$ cat src/rtl/vga_timing_gen.sv
// Video timing generator: pixel-enable divider, h/v counters, registered sync/blank
// decode, run/stop that only takes effect on a frame boundary, and a frame counter.
module vga_timing_gen #(
    parameter int H_DISPLAY  = 640,
    parameter int H_FRONT    = 16,
    parameter int H_SYNC     = 96,
    parameter int H_BACK     = 48,
    parameter int V_DISPLAY  = 480,
    parameter int V_BOTTOM   = 10,
    parameter int V_SYNC     = 2,
    parameter int V_TOP      = 33,
    parameter bit H_SYNC_POL = 1'b0,
    parameter bit V_SYNC_POL = 1'b0,
    parameter int PIX_DIV    = 1,
    parameter int CW         = 10
) (
    input  logic          clk,
    input  logic          reset,
    input  logic          run,
    output logic          hsync,
    output logic          vsync,
    output logic          display_on,
    output logic [CW-1:0] hpos,
    output logic [CW-1:0] vpos,
    output logic          pix_en,
    output logic          line_start,
    output logic          frame_start,
    output logic [15:0]   frame_cnt,
    output logic          busy
);
    localparam int H_TOTAL = H_DISPLAY + H_FRONT + H_SYNC + H_BACK;
    localparam int V_TOTAL = V_DISPLAY + V_BOTTOM + V_SYNC + V_TOP;
    localparam int HS_BEG  = H_DISPLAY + H_FRONT;
    localparam int HS_END  = HS_BEG + H_SYNC;
    localparam int VS_BEG  = V_DISPLAY + V_BOTTOM;
    localparam int VS_END  = VS_BEG + V_SYNC;
    localparam int DW      = (PIX_DIV > 1) ? $clog2(PIX_DIV) : 1;

    localparam logic [CW-1:0] H_LAST   = CW'(H_TOTAL - 1);
    localparam logic [CW-1:0] V_LAST   = CW'(V_TOTAL - 1);
    localparam logic [DW-1:0] DIV_LAST = DW'(PIX_DIV - 1);

    typedef enum logic {IDLE, ACTIVE} state_t;

    state_t        state, state_n;
    logic [DW-1:0] div, div_n;
    logic          first, first_n;
    logic [CW-1:0] hpos_n, vpos_n;
    logic          busy_n, pix_n, ls_n, fs_n;
    logic [15:0]   fc_n;
    logic          tick;
    logic          hs_act_n, vs_act_n, de_n;

    assign tick = (state == ACTIVE) && (div == DIV_LAST);

    always_comb begin
        state_n = state;
        div_n   = div;
        first_n = first;
        hpos_n  = hpos;
        vpos_n  = vpos;
        busy_n  = busy;
        pix_n   = 1'b0;
        ls_n    = 1'b0;
        fs_n    = 1'b0;
        fc_n    = frame_cnt;
        case (state)
            IDLE: begin
                div_n  = '0;
                hpos_n = '0;
                vpos_n = '0;
                busy_n = 1'b0;
                if (run) begin
                    state_n = ACTIVE;
                    first_n = 1'b1;
                end
            end
            ACTIVE: begin
                div_n = tick ? '0 : div + 1'b1;
                if (tick) begin
                    pix_n = 1'b1;
                    if (first) begin
                        // First pixel after IDLE shows (0,0) rather than advancing
                        first_n = 1'b0;
                        busy_n  = 1'b1;
                        ls_n    = 1'b1;
                        fs_n    = 1'b1;
                    end else if (hpos == H_LAST) begin
                        hpos_n = '0;
                        ls_n   = 1'b1;
                        if (vpos == V_LAST) begin
                            vpos_n = '0;
                            fc_n   = frame_cnt + 16'd1;
                            if (run) begin
                                fs_n = 1'b1;
                            end else begin
                                state_n = IDLE;
                                div_n   = '0;
                                busy_n  = 1'b0;
                                pix_n   = 1'b0;
                                ls_n    = 1'b0;
                            end
                        end else begin
                            vpos_n = vpos + 1'b1;
                        end
                    end else begin
                        hpos_n = hpos + 1'b1;
                    end
                end
            end
            default: state_n = IDLE;
        endcase
    end

    // Decode from the next counter values so registered outputs line up with hpos/vpos
    always_comb begin
        hs_act_n = (int'(hpos_n) >= HS_BEG) && (int'(hpos_n) < HS_END);
        vs_act_n = (int'(vpos_n) >= VS_BEG) && (int'(vpos_n) < VS_END);
        de_n     = busy_n && (int'(hpos_n) < H_DISPLAY) && (int'(vpos_n) < V_DISPLAY);
    end

    always_ff @(posedge clk or negedge reset) begin
        if (!reset) begin
            state       <= IDLE;
            div         <= '0;
            first       <= 1'b0;
            hpos        <= '0;
            vpos        <= '0;
            busy        <= 1'b0;
            pix_en      <= 1'b0;
            line_start  <= 1'b0;
            frame_start <= 1'b0;
            frame_cnt   <= '0;
            hsync       <= ~H_SYNC_POL;
            vsync       <= ~V_SYNC_POL;
            display_on  <= 1'b0;
        end else begin
            state       <= state_n;
            div         <= div_n;
            first       <= first_n;
            hpos        <= hpos_n;
            vpos        <= vpos_n;
            busy        <= busy_n;
            pix_en      <= pix_n;
            line_start  <= ls_n;
            frame_start <= fs_n;
            frame_cnt   <= fc_n;
            hsync       <= hs_act_n ? H_SYNC_POL : ~H_SYNC_POL;
            vsync       <= vs_act_n ? V_SYNC_POL : ~V_SYNC_POL;
            display_on  <= de_n;
        end
    end

endmodule

$ cat config.mk
export PLATFORM = sky130hd
export DESIGN_NAME = vga_timing_gen
export DESIGN_NICKNAME = d
export VERILOG_FILES = /design/src/rtl/vga_timing_gen.sv
export SDC_FILE = /design/constraint.sdc
export NUM_CORES = 1
export LEC_CHECK = 0
export ABC_AREA = 1
export CAP_MARGIN = 20
export CELL_PAD_IN_SITES_DETAIL_PLACEMENT = 2
export CELL_PAD_IN_SITES_GLOBAL_PLACEMENT = 2
export CORE_MARGIN = 2
export CORE_UTILIZATION = 31
export CTS_BUF_LIST = sky130_fd_sc_hd__clkbuf_4 sky130_fd_sc_hd__clkbuf_8
export DETAILED_ROUTE_END_ITERATION = 10
export PLACE_DENSITY = 0.81
export SLEW_MARGIN = 25
export SYNTH_ARGS = -nofsm -noshare
export SYNTH_HDL_FRONTEND = slang
export SYNTH_SLANG_ARGS = --single-unit
$ cat constraint.sdc
create_clock -name clk -period 2.08 [get_ports clk]
set_input_delay 0.208 -clock clk [delete_from_list [all_inputs] [get_ports clk]]
set_output_delay 0.208 -clock clk [all_outputs]
set_load 0.05 [all_outputs]
==> summary.md <==
| Metric | Value |
|---|---|
| Area leader, netlist | dfrtp_1 |
| FF-to-FF path depth | 11 |
| Post-synth EDFFs | 0 |
| Share of cells above drive strength 1 | 17.8% |
| Avg Cell Area, Syn | 7.85 µm² |
| Top post-synthesis cells by area | dfrtp_1 (43%), nand2_1 (12%), inv_1 (7.4%) |
| Clock skew | 0.0110 ns |
| DRC viols | 0 |
| CP bufs+invs | 2 |
| CTS tree | yes |
| Critical Path End Type | register |
| CP startpoint kind | register |
| Die area | 0.00905 mm² |
| Dominant synthesized flop cell | dfrtp_1 |
| WL/cell | 17.0 µm |
| TritonCTS buffer count | 5 |
| Vias/cell | 4.86 |
| Congestion Overflow GR | 0 |
| Area Overhead vs Synth | 35.3% |
| DIE WIDTH | 95.1 µm |
| Leak | 1.72 nW |
| CP max stage cell | dfrtp_2 |
| # fillers | 907 |
| CP required | 2.28 ns |
| Estimated wirelength of the detail-placed design | 6230 µm |
| Largest net degree at the start of global routing | 47 |
| CP Class | reg -> reg |
| Clock Tree Buf Depth | 2 |
| Initial detailed-routing violation count | 76 |
| Max Cap Violations | 0 |
| Worst IR drop on VDD | 0.000360 V |
| First-pass DRT Iterations | 4 |
| Initial antenna violation count | 0 |
| Worst Tran Pin Value | 0.517 ns |
| Post-DRT Antenna Nets | 0 |
| RD Place Congestion | 0.818 |
| Clk root buf | clkbuf_8 |
| Max Fclk | 511 MHz |
| Clk Latency, worst-skew pair | 0.31 ns |
| WHS | 0.384 ns |
| Synth Register Bits | 46 |
| Yosys cell types | 31 |
| Max FO, Critical Path | 7 |
| Most frequent CP cell | nand2_4 |
| Post-synthesis sequential area ratio | 44.8% |
| Count leader, synth | nand2_1 |
| PortBufs | 45 |
| PwrDens | 634 mW/mm² |
| Syn_nets | 335 |
| Min Tclk post-route | 1.96 ns |
| Outcome | finished, final reports clean |
| Vias in the first global route | 2725 |
| Synth Instances | 328 |
| Post-synth top area share | 42.8% |
| Nets | 400 |
| Synth cell count leaders | nand2_1 (81), inv_1 (51), dfrtp_1 (44) |
| Crit path max-delay family | simple AND/OR/NAND/NOR gates |
| Worst EP arrival | 2.16 ns |
| Overall Global Routing Usage | 19.9% |
| Initial Utilization | 31.7% |
| Slew Limit Fails | 0 |
| Final setup fails | 0 |
| Wire length of the first global-routing pass | 13800 µm |
| Clock sink count | 46 |
| Setup ws final | 0.123 ns |
| Post-route clock period utilization | 94.1% |
| Largest stage delay, worst path | 0.44 ns |
| Top-level port count | 46 |
| Clk pin slew, worst setup/hold paths | 0.10 ns |
| Row count | 33 |
| FFs w/ async S/R, synth | 100% |
| Pre-CTS setup slack | -0.101 ns |
| Worst-path cell chain | ha_4 -> nand3_4 -> inv_4 -> nand2_4 -> nor2_8 -> nand2_4 -> clkinv_2 -> nand2_2 -> nor2_4 -> nand4_1 -> xnor2_1 |
| Worst path depth | 11 |
| Synth Warn # | 0 |
| DRT Wirelength | 8490 µm |
| Antenna diodes | 0 |
| Slew HR | 65.5% |
| # H-tree levels | 2 |
| Vias | 2424 |
| Total core area | 0.00813 mm² |
| Netlist Area Pre-Place | 0.00257 mm² |
| Hold Crit Class | in -> async |
| Final-report hold violation count | 0 |
| Die span in y | 95.1 µm |
## timing repair
action,4_1_cts,5_1_grt
endpoints found under the setup margin,6,7
buffers inserted,0,3
pin swaps,0,5
cloned,0,1
hold buffers,1,0
hold endpoints to repair,44,0
resized for setup,2,25
## registers in the layout, summed over array words and instances (netlist names)
signal and cells:
vpos 10, state 1, hsync 1, pix_en 1, vsync 1, div 1
line_start 1, first 1, frame_start 1, hpos 10, busy 1, frame_cnt 16
display_on 1
## cells in the final DEF (no fill, tap or decap), types with 3 or more instances in the layout
cell type,count
clkbuf_8,5
o21ai_0,5
inv_1,51
nand4_1,13
nor2_2,7
xnor2_1,9
nand2_4,4
buf_4,12
nand2_2,4
nor2_1,21
clkdlybuf4s50_1,44
or2_2,3
nand2_1,79
inv_2,4
nor2_4,8
nand3_1,26
dfrtp_1,42
nand3_2,5
a21oi_1,10
nand3_4,3
nor3_1,5
xor2_1,8
## layout make-up
| class | count | area (µm²) | share of cell area [%] |
|---|---|---|---|
| multi-input cells | 224 | 1320 | 37.9 |
| flip-flops and latches | 46 | 1160 | 33.2 |
| repair buffers | 59 | 566 | 16.2 |
| inverters | 57 | 218 | 6.25 |
| well taps | 105 | 131 | 3.77 |
| clock buffers | 5 | 68.8 | 1.98 |
| clock inverters | 3 | 25.0 | 0.718 |
## metrics by stage
stage | TNS [ns] | cells | utilization [%] | total power, mW | cell area, µm²
global route | -0.0499 | 499 | 42.8 | 2.31 | 3480
global placement | 0 | 486 | 39.7 | 1.56 | 3230
floorplan | 0 | 328 | - | 1.37 | 2580
finish | 0 | 499 | 42.8 | 2.21 | 3480
CTS | 0 | 495 | 41.1 | 2.19 | 3340
detailed placement | -0.196 | 486 | 39.7 | 1.58 | 3230
## logic make-up after synthesis
logic type	Yosys count	synth area share, %
flops	46	44.8
buf+inv	59	8.79
other cells	1	0.146
simple gates	180	34.0
compound gates	21	4.57
fa+ha+maj	4	1.94
xor+xnor	17	5.78
## tightest hold or removal path: cells and delay by family
kind / cells / cell delay [ns]
buf+inv: 3 / 0.88
## routing by layer
metal | track usage, % | wire [µm] | vias up
met3 | 2.45 | 157 | 9
li1 | - | - | 1163
met5 | 0 | 0 | -
met1 | 25.0 | 3810 | 1217
met4 | 6.40 | 165 | 0
met2 | 35.3 | 4360 | 35
## power breakdown
part	internal, mW	switching, mW
clock network	0.243	0.348
logic	0.195	0.387
registers	0.955	0.0800
total	1.39	0.815
## worst paths after layout
check | startpoint | end | slack [ns]
setup reg to reg | hpos[0]$_DFF_PN0_ | frame_cnt[12]$_DFFE_PN0P_ | 0.12
max in group asynchronous | reset | vsync$_DFF_PN1_ | 1.40
hold reg to reg | frame_cnt[12]$_DFFE_PN0P_ | frame_cnt[12]$_DFFE_PN0P_ | 0.51
setup / recovery | hpos[0]$_DFF_PN0_ | frame_cnt[12]$_DFFE_PN0P_ | 0.12
min in group clk | frame_cnt[12]$_DFFE_PN0P_ | frame_cnt[12]$_DFFE_PN0P_ | 0.51
hold / removal | reset | vpos[2]$_DFF_PN0_ | 0.38
Power figures use the tool's default switching activity.
